<file path="src/rtl/mul_div_pkg.sv">
// ============================================================================
// Module   : mul_div_pkg
// Brief    : Shared widths, state encoding and constants for the mul/div pair.
// Revision : 1.0 - initial release
// ============================================================================
`default_nettype none

package mul_div_pkg;

  localparam int DIVIDEND_W = 16;
  localparam int DIVISOR_W  = 8;
  localparam int PR_W       = DIVISOR_W + 1;
  localparam int CNT_W      = 5;

  typedef enum logic [1:0] {
    IDLE = 2'd0,
    RUN  = 2'd1,
    DONE = 2'd2
  } div_state_t;

  localparam logic [DIVIDEND_W-1:0] DIV0_QUOTIENT = 16'hFFFF;

endpackage

`default_nettype wire

</file>
<file path="src/rtl/div_step_u08.sv">
// ============================================================================
// Module   : div_step_u08
// Brief    : One combinational restoring-division step (one quotient bit).
// Revision : 1.0 - initial release
// ============================================================================
`default_nettype none

module div_step_u08
  import mul_div_pkg::*;
(
  input  logic [PR_W-1:0]      pr_in,
  input  logic                 dividend_bit,
  input  logic [DIVISOR_W-1:0] divisor,
  output logic [PR_W-1:0]      pr_out,
  output logic                 qbit
);

  logic [PR_W-1:0] trial;

  // The shifted trial value keeps all 9 bits: with divisor >= 0x80 it can
  // exceed 255. pr_in's top bit is always clear while pr < divisor.
  always_comb begin
    trial  = {pr_in[PR_W-2:0], dividend_bit};
    qbit   = pr_in[PR_W-1] | (trial >= {1'b0, divisor});
    pr_out = qbit ? (trial - {1'b0, divisor}) : trial;
  end

endmodule

`default_nettype wire

</file>
<file path="src/rtl/seq_div_u16_u08.sv">
// ============================================================================
// Module   : seq_div_u16_u08
// Brief    : Sequential unsigned 16/8 restoring divider, one bit per clock.
// Revision : 1.0 - initial release
// ============================================================================
`default_nettype none

module seq_div_u16_u08
  import mul_div_pkg::*;
(
  input  logic                  clock,
  input  logic                  reset_n,
  input  logic                  start,
  input  logic [DIVIDEND_W-1:0] dividend,
  input  logic [DIVISOR_W-1:0]  divisor,
  output logic                  busy,
  output logic                  done,
  output logic [DIVIDEND_W-1:0] quotient,
  output logic [DIVISOR_W-1:0]  remainder,
  output logic                  div_zero
);

  if ((1 << CNT_W) <= DIVIDEND_W) begin : g_cnt_w_check
    $error("CNT_W too narrow for DIVIDEND_W iterations");
  end

  div_state_t             state;
  div_state_t             state_next;
  logic [DIVIDEND_W-1:0]  dq;
  logic [DIVISOR_W-1:0]   dvs;
  logic [PR_W-1:0]        pr;
  logic [PR_W-1:0]        step_pr;
  logic                   step_qbit;
  logic [CNT_W-1:0]       cnt;
  logic                   accept;

  assign accept = (state == IDLE) && start;

  div_step_u08 u_step (
    .pr_in        (pr),
    .dividend_bit (dq[DIVIDEND_W-1]),
    .divisor      (dvs),
    .pr_out       (step_pr),
    .qbit         (step_qbit)
  );

  always_ff @(posedge clock or negedge reset_n) begin
    if (!reset_n) state <= IDLE;
    else          state <= state_next;
  end

  always_comb begin
    state_next = state;
    case (state)
      IDLE: if (start) state_next = (divisor == '0) ? DONE : RUN;
      RUN:  if (cnt == '0) state_next = DONE;
      DONE: state_next = IDLE;
      default: state_next = IDLE;
    endcase
  end

  always_comb begin
    busy = (state == RUN) || (state == DONE);
    done = (state == DONE);
  end

  // dq starts as the dividend and fills with quotient bits from the LSB;
  // result registers change only on the transition into DONE.
  always_ff @(posedge clock or negedge reset_n) begin
    if (!reset_n) begin
      dq        <= '0;
      dvs       <= '0;
      pr        <= '0;
      cnt       <= '0;
      quotient  <= '0;
      remainder <= '0;
      div_zero  <= 1'b0;
    end else if (accept) begin
      dq  <= dividend;
      dvs <= divisor;
      pr  <= '0;
      if (divisor == '0) begin
        cnt       <= '0;
        quotient  <= DIV0_QUOTIENT;
        remainder <= dividend[DIVISOR_W-1:0];
        div_zero  <= 1'b1;
      end else begin
        cnt <= CNT_W'(DIVIDEND_W - 1);
      end
    end else if (state == RUN) begin
      pr <= step_pr;
      dq <= {dq[DIVIDEND_W-2:0], step_qbit};
      if (cnt == '0) begin
        quotient  <= {dq[DIVIDEND_W-2:0], step_qbit};
        remainder <= step_pr[DIVISOR_W-1:0];
        div_zero  <= 1'b0;
      end else begin
        cnt <= cnt - CNT_W'(1);
      end
    end
  end

endmodule

`default_nettype wire

</file>
<file path="config.mk">
export PLATFORM = sky130hd
export DESIGN_NAME = seq_div_u16_u08
export DESIGN_NICKNAME = d
export VERILOG_FILES = /design/src/rtl/mul_div_pkg.sv /design/src/rtl/div_step_u08.sv /design/src/rtl/seq_div_u16_u08.sv
export SDC_FILE = /design/constraint.sdc
export NUM_CORES = 1
export LEC_CHECK = 0
export CORE_MARGIN = 2
export CORE_UTILIZATION = 30
export CTS_CLUSTER_SIZE = 10
export DETAILED_ROUTE_END_ITERATION = 6
export GPL_TIMING_DRIVEN = 0
export HOLD_SLACK_MARGIN = 0.08
export PLACE_DENSITY_LB_ADDON = 0.08
export SETUP_SLACK_MARGIN = 0.2
export SKIP_LAST_GASP = 1
export SLEW_MARGIN = 20
export SYNTH_ARGS = -nofsm -noshare
export SYNTH_HDL_FRONTEND = slang
export SYNTH_SLANG_ARGS = --single-unit
export TNS_END_PERCENT = 30
</file>
<file path="constraint.sdc">
create_clock -name clock -period 2.2 [get_ports clock]
set_input_delay 0.22 -clock clock [delete_from_list [all_inputs] [get_ports clock]]
set_output_delay 0.22 -clock clock [all_outputs]
set_load 0.01 [all_outputs]
</file>
==> out/metrics.cfg, run 1 <==
[synthesis]
synth_top_cells_by_count=65 x dfrtp_1, 48 x o21ai_0, 46 x a21oi_1
avgSynthCellArea_sq_um=9.15
synth.area.top_cells=dfrtp_1 49%, o21ai_0 7.3%, a21oi_1 7.0%
synthesis.area_sq_mm=0.00330
synthArstFlopShare_pct=100
netlist-cell-type-count=38
netlist.top_cell.by_area=dfrtp_1
synth.ff_latch_count=65
synth-edff-count=0
ys_warn_count=0
prevailing_post_synth_register_cell=dfrtp_1
synth_seq_area_share_pct=49.2
synth_largest_type_area_fraction_pct=49.2
number_of_standard_cells_after_synthesis=361
net_count_after_synthesis=402
most_common_cell_in_the_synthesized_netlist=dfrtp_1

[sta]
layout_setup_ws_ns=-0.00103
post_route_minimum_period_ns=2.20
finalCritPeriodShare_pct=100
maxSlewViolCount=0
finalSetupViolations=1
slew-limit-headroom_pct=59.6
grt_setup_unrepaired=yes
report.final.hold_viol_count=0
timing.clock.skew_ns=0.0113
timing_worst_slew_pin_value_ns=0.606
max_clock_freq_ghz=0.454

[die]
placeableCoreArea_sq_mm=0.0108
die_area_sq_mm=0.0119
die_height_microns=109
start_util_pct=30.6
io_pins=54
die_width_microns=109
placementRows=38

[setup_path]
cp_max_fo=2
worst-setup-path-type=reg2reg
cpPeakStageDelay_ns=0.39
critical_path.cell_chain=ha_2, fa_2, or2b_1, a211oi_2, o21a_1, nor3_1, o32a_1, a21oi_1
critical_path_required_time_ns=2.48
r2r.worst_path.cells=8
timing.critical_path.buf_inv=0
worstSetupEndpointType=flop
critical_path_data_arrival_time_ns=2.48
cp.depth=8
crit_path_slowest_cell=dfrtp_1
worst_path_dominant_cell_family=compound AO/OA/AOI/OAI gates
worst-r2r-setup-slack_ns=-0.001
cp-start-kind=flop

[placed_design]
placement.io_buffers=53
placed_cell_areas_sq_mm=0.00414
last_weighted_congestion_value_of_the_routability_driven_placer=0.755
dpl_worst_slack_ns=-0.445
post-dp-hpwl_mm=6.74
placed_cells=555

[global_route]
globalRouteOverflowTotal=0
global_route.usage.met1_pct=24.2
grt_first_pass_wirelength_mm=14.8
number_of_antenna_violations_at_the_first_check_in_global_routing=0
first_global_vias=2757
use_met2_pct=24.7
grt_most_used_layer=met2
grt_start_max_net_pins=47
groute.layer.met3.usage_pct=3.77
groute.usage.overall_pct=16.8

[detailed_routing]
dr_total_vias=2809
detailedRoute.firstIterationViolations=146
postRouteAntennaNets=0
avgRoutedWirePerCell_microns=16.2
route.detailed.drc=0
first_pass_iters=4
routed_via_density=4.83
drt_wl_total_mm=9.40

[clocking]
max-clock-path-buffers=2
clk_pin_slew_ns=0.09
cts.htree.levels=3
cts_root_buffer=clkbuf_8
worstSkewPairLatency_ns=0.35
cts_inserted_buffers=9
cts_tree=done
clock_sink_count=65

[finish]
fill_cells=1096
nets=478
final_layout_size_suffix_gt1_share_pct=15.2
utilization_pct=42.0
seqCellArea_sq_mm=0.00163
area_delta_synth_final_pct=37.4
final_design_area_no_fill_sq_mm=0.00454
multiInputGateArea_sq_mm=0.00172
layout.cells.non_filler=582
antenna_cells=0

[status]
failed_checks=negative setup slack
outcome=finished with violations

[power]
power_per_cell_area_mw_per_mm2=1410
power.total_w=0.00639
leakagePower_nw=1.94
worst_vdd_ir_uv=551

[hold_path]
hold_path.class=in2async

[run]
max_cap_viol_count=0

final timing paths:
check                                     to         start
worst max-delay path            remainder[6]        dvs[0]
worst min-delay path             quotient[3]       reset_n
worst max register to register  remainder[6]        dvs[0]
worst min register to register      div_zero      div_zero
max in group asynchronous       remainder[1]       reset_n
min in group clock                    dq[10]  dividend[10]
cells in the final DEF, fill, tap and decap left out, drive strengths merged, types with 2 or more instances in the layout:
master | Yosys | routed
or3 | 8 | 8
a21o | 2 | 2
xor2 | 3 | 3
o21a | 2 | 2
and2 | 2 | 2
dfrtp | 65 | 65
and4 | 2 | 2
clkbuf | 13 | 23
nor4 | 2 | 2
xnor2 | 3 | 3
a211oi | 2 | 2
mux2i | 17 | 17
nor2b | 3 | 3
ha | 13 | 13
nor3 | 5 | 5
nand3 | 4 | 4
nor2 | 39 | 39
a31oi | 3 | 3
o21ai | 48 | 48
nand2 | 43 | 43
inv | 18 | 20
buf | 6 | 17
nand2b | 2 | 2
clkdlybuf4s50 | 0 | 52
a21oi | 46 | 46
clkinv | 0 | 3
where the power goes:
group	internal, W	switching (W)
Combinational	0.00163	0.00183
Sequential	0.00157	0.000301
Clock	0.000533	0.000536
sequential cells by signal, summed over array words and instances (netlist names):
register and cells:
div_zero 1, state 2, pr 9, dq 16, remainder 8, dvs 8, quotient 16, cnt 5
metal layers:
metal / part of all wire [%] / vias up
li1: - / 1396
met1: 50 / 1346
met2: 45 / 60
met3: 4.4 / 7
met4: 0.99 / 0
met5: 0 / -
logic make-up (layout without fill, tap and decap cells):
kind of cell,after synthesis,in the layout,synth area share [%]
AO/OA/AOI/OAI,108,108,18.4
XOR/XNOR,6,6,1.59
adder cells (fa/ha/maj),14,14,5.53
buffers and inverters,37,118,4.58
flip-flops,65,65,49.2
multiplexers,17,17,5.15
AND/OR/NAND/NOR,114,114,15.5
area by class of cell:
class	instances	area share [%]
Buffer	19	2.01
Clock buffer	9	2.73
Clock inverter	7	1.71
Inverter	18	1.49
Multi-Input combinational cell	259	37.9
Sequential cell	65	35.8
Tap cell	140	3.86
Timing Repair Buffer	65	14.5
worst reg2reg max path, cell delays in order, from the launching register on:
cell and delay [ns]:
dfrtp_1 0.39, ha_2 0.20, fa_2 0.34, or2b_1 0.26
a211oi_2 0.24, o21a_1 0.17, nor3_1 0.05, o32a_1 0.32
a21oi_1 0.16
timing repair:
item	in CTS	in global routing
setup buffers	7	3
endpoints found under the hold margin	19	0
hold buffers	1	0
endpoints found under the setup margin	49	58
cloned	0	0
pin swaps	6	3
resized for setup	8	18
stage by stage:
stage                TNS, ns  hold slack (ns)
floorplan                  0          -0.0756
global placement     -106.67            0.463
detailed placement     -6.36            0.140
CTS                  -0.0147            0.308
global route          -0.406            0.317
finish              -0.00103            0.300
Note: power is estimated with default switching activity, not from simulation.
==> run 2, diff against run 1 <==
- CTS_CLUSTER_SIZE: 10 -> default
==> results of run 2 <==
No change in the layout: final DEF, timing and power equal those of run 1.
==> run 3, diff against run 2 <==
- REMOVE_ABC_BUFFERS: default -> 1
==> run 3 against run 2 <==
The run still ends with negative setup slack left. Critical path depth increased by 1. Core utilization increased by 2.9 points. Sequential share of layout area decreased by 2.3 points. Combinational power increased by 22%. Worst hold slack improved by 0.031 ns. Design area increased by 7.0%. Clock power increased by 32%. First-iteration DRC count decreased by 21%. Clock skew increased by 0.0011 ns. Global-route usage increased by 0.83 points. Sequential power about the same. Non-clock buffer count unchanged.
==> out/metrics.cfg, run 3 (synthesis gave the netlist of run 1 again) <==
[finish]
final_layout_size_suffix_gt1_share_pct=23.2  ; +8.0 points
reg.largest.list=dq x16, quotient x16, pr x9
utilization_pct=45.0  ; +2.9 points
mostFrequentLayoutCell=dfrtp_1
nets=480  ; +0.42%
antenna_cells=0  ; unchanged
commonest_cells_after_routing_fill_and_taps_aside=64 x dfrtp_1, 52 x clkdlybuf4s50_1, 45 x o21ai_0, 41 x nand2_1, 37 x a21oi_1
area_delta_synth_final_pct=47.0
final_design_area_no_fill_sq_mm=0.00485  ; +7.0%

[sta]
grt_setup_unrepaired=yes
timing.clock.skew_ns=0.0124  ; +0.00112 ns
maxSlewViolCount=0  ; unchanged
finalSetupViolations=2  ; +1
post_route_minimum_period_ns=2.24  ; +0.0340 ns
slew-limit-headroom_pct=67.3  ; +7.8 points
layout_setup_ws_ns=-0.0350  ; -0.0340 ns
finalCritPeriodShare_pct=102  ; +1.5 points
totalNegativeSetupSlack_ns=-0.0612  ; -0.0601 ns
max_clock_freq_ghz=0.447  ; -1.5%
timing_worst_slew_pin_value_ns=0.486  ; -0.120 ns
report.final.hold_viol_count=0  ; unchanged

[detailed_routing]
detailedRoute.firstIterationViolations=115  ; -21%
first_pass_iters=4  ; unchanged
postRouteAntennaNets=0  ; unchanged
routed_via_density=4.98  ; +3.2%
route.detailed.drc=0  ; unchanged
drt_wl_total_mm=9.88  ; +5.0%
dr_total_vias=2908  ; +3.5%
avgRoutedWirePerCell_microns=16.9  ; +4.7%

[setup_path]
crit_path_slowest_cell=dfrtp_1
worst_setup_path_endpoint=pr[6]
worst-setup-path-type=reg2reg
cp-start-kind=flop
worstSetupStartpoint=dq[15]
cpPeakStageDelay_ns=0.38  ; about the same
critical_path_data_arrival_time_ns=2.51  ; +0.03 ns
critical_path.cell_chain=inv_1, ha_4, fa_2, or2b_1, a211oi_2, o21a_1, nor3_1, o32a_1, a21oi_1
rr_endpoint=pr[6]
critical_path_required_time_ns=2.48  ; about the same
worstSetupEndpointType=flop
cp_max_fo=2  ; unchanged
worst-r2r-setup-slack_ns=-0.04  ; -0.03 ns
cp.depth=9  ; +1
r2r.worst_path.cells=9  ; +1
timing.critical_path.buf_inv=1  ; +1
worst_path_dominant_cell_family=compound AO/OA/AOI/OAI gates
rr_startpoint=dq[15]

[global_route]
first_global_vias=2884  ; +4.6%
grt_start_max_net_pins=37  ; -21%
number_of_antenna_violations_at_the_first_check_in_global_routing=0  ; unchanged
grt_first_pass_wirelength_mm=15.6  ; +5.5%
groute.usage.overall_pct=17.6  ; +0.83 points
globalRouteOverflowTotal=0  ; unchanged

[clocking]
cts_tree=done
cts_inserted_buffers=9  ; unchanged
clk_pin_slew_ns=0.09  ; about the same
cts_root_buffer=clkbuf_8
clock_sink_count=65  ; unchanged
cts.htree.levels=3  ; unchanged
max-clock-path-buffers=2  ; unchanged
worstSkewPairLatency_ns=0.36  ; about the same

[placed_design]
post-dp-hpwl_mm=5.83  ; -14%
placed_cell_areas_sq_mm=0.00399  ; -3.4%
placement.io_buffers=53  ; unchanged
last_weighted_congestion_value_of_the_routability_driven_placer=0.833  ; +10%

[die]
placeableCoreArea_sq_mm=0.0108  ; unchanged
die_height_microns=109  ; unchanged
start_util_pct=30.6  ; unchanged
die_area_sq_mm=0.0119  ; unchanged
die_width_microns=109  ; unchanged
placementRows=38  ; unchanged
io_pins=54  ; unchanged

[power]
seq_power_share_pct=25.1  ; -4.1 points
power.share.switching_pct=39.7  ; -1.9 points
combinationalPowerShare_pct=56.2  ; +2.2 points
power.internal_w=0.00452  ; +21%
power.net_switching_w=0.00298  ; +12%
worst_vdd_ir_uv=745  ; +35%
power.clock.fraction_pct=18.8  ; +2.1 points
leakagePower_nw=2.05  ; +5.5%
power_per_cell_area_mw_per_mm2=1540  ; +9.7%

[status]
outcome=finished with violations
failed_checks=negative setup slack

[run]
max_cap_viol_count=0  ; unchanged

[hold_path]
hold_path.class=in2async

[run 3: timing repair]
action | in CTS | in global routing
gates resized for setup | 48 | 25
endpoints found under the hold margin | 29 | 0
pin swaps | 13 | 20
hold buffers | 1 | 0
setup buffers | 21 | 5
gates cloned | 2 | 1
endpoints found under the setup margin | 39 | 38
[run 3: area by class of cell]
cell class              instances  area, sq um
clock inverters                 6          138
repair buffers                 84          841
well taps                     140          175
inverters                      18         67.6
multi-input cells             261         1880
flip-flops and latches         65         1630
clock buffers                  10          128
fillers                      1045         5940
[run 3: power groups by stage]
stage / clock network [W] / logic, W / registers [W]
2_1_floorplan: 0 / 0.00187 / 0.00180
3_3_place_gp: 0 / 0.00256 / 0.00185
3_5_place_dp: 0 / 0.00264 / 0.00186
4_1_cts: 0.00143 / 0.00367 / 0.00186
5_1_grt: 0.00150 / 0.00458 / 0.00193
6_report: 0.00141 / 0.00421 / 0.00188
[run 3: worst min path at each step]
stage              from  slack, ns  cells past startpoint           to
3_5_place_dp    reset_n       0.19                      1       cnt[2]
6_report        reset_n       0.33                      2  quotient[2]
5_1_grt         reset_n       0.37                      2  quotient[3]
4_1_cts         reset_n       0.35                      2  quotient[2]
2_1_floorplan   reset_n      -0.08                      0       cnt[0]
3_3_place_gp   div_zero       0.47                      2     div_zero
[run 3: metal layers]
layer  routed length (microns)  vias up  global-route usage, %
met5                         0        -                      0
met4                       208        0                   6.04
met3                       489       13                   5.20
met2                      4670       68                   27.2
met1                      4510     1427                   23.4
li1                          -     1400                      -
[run 3: per-stage QoR]
stage	power [W]	setup WS [ns]	cells	hold WS [ns]
2_1_floorplan	0.00367	-0.551	342	-0.0756
3_3_place_gp	0.00441	-1.93	535	0.469
3_5_place_dp	0.00449	-0.854	538	0.192
4_1_cts	0.00696	-0.0388	578	0.348
5_1_grt	0.00801	-0.176	584	0.372
6_report	0.00750	-0.0350	584	0.331
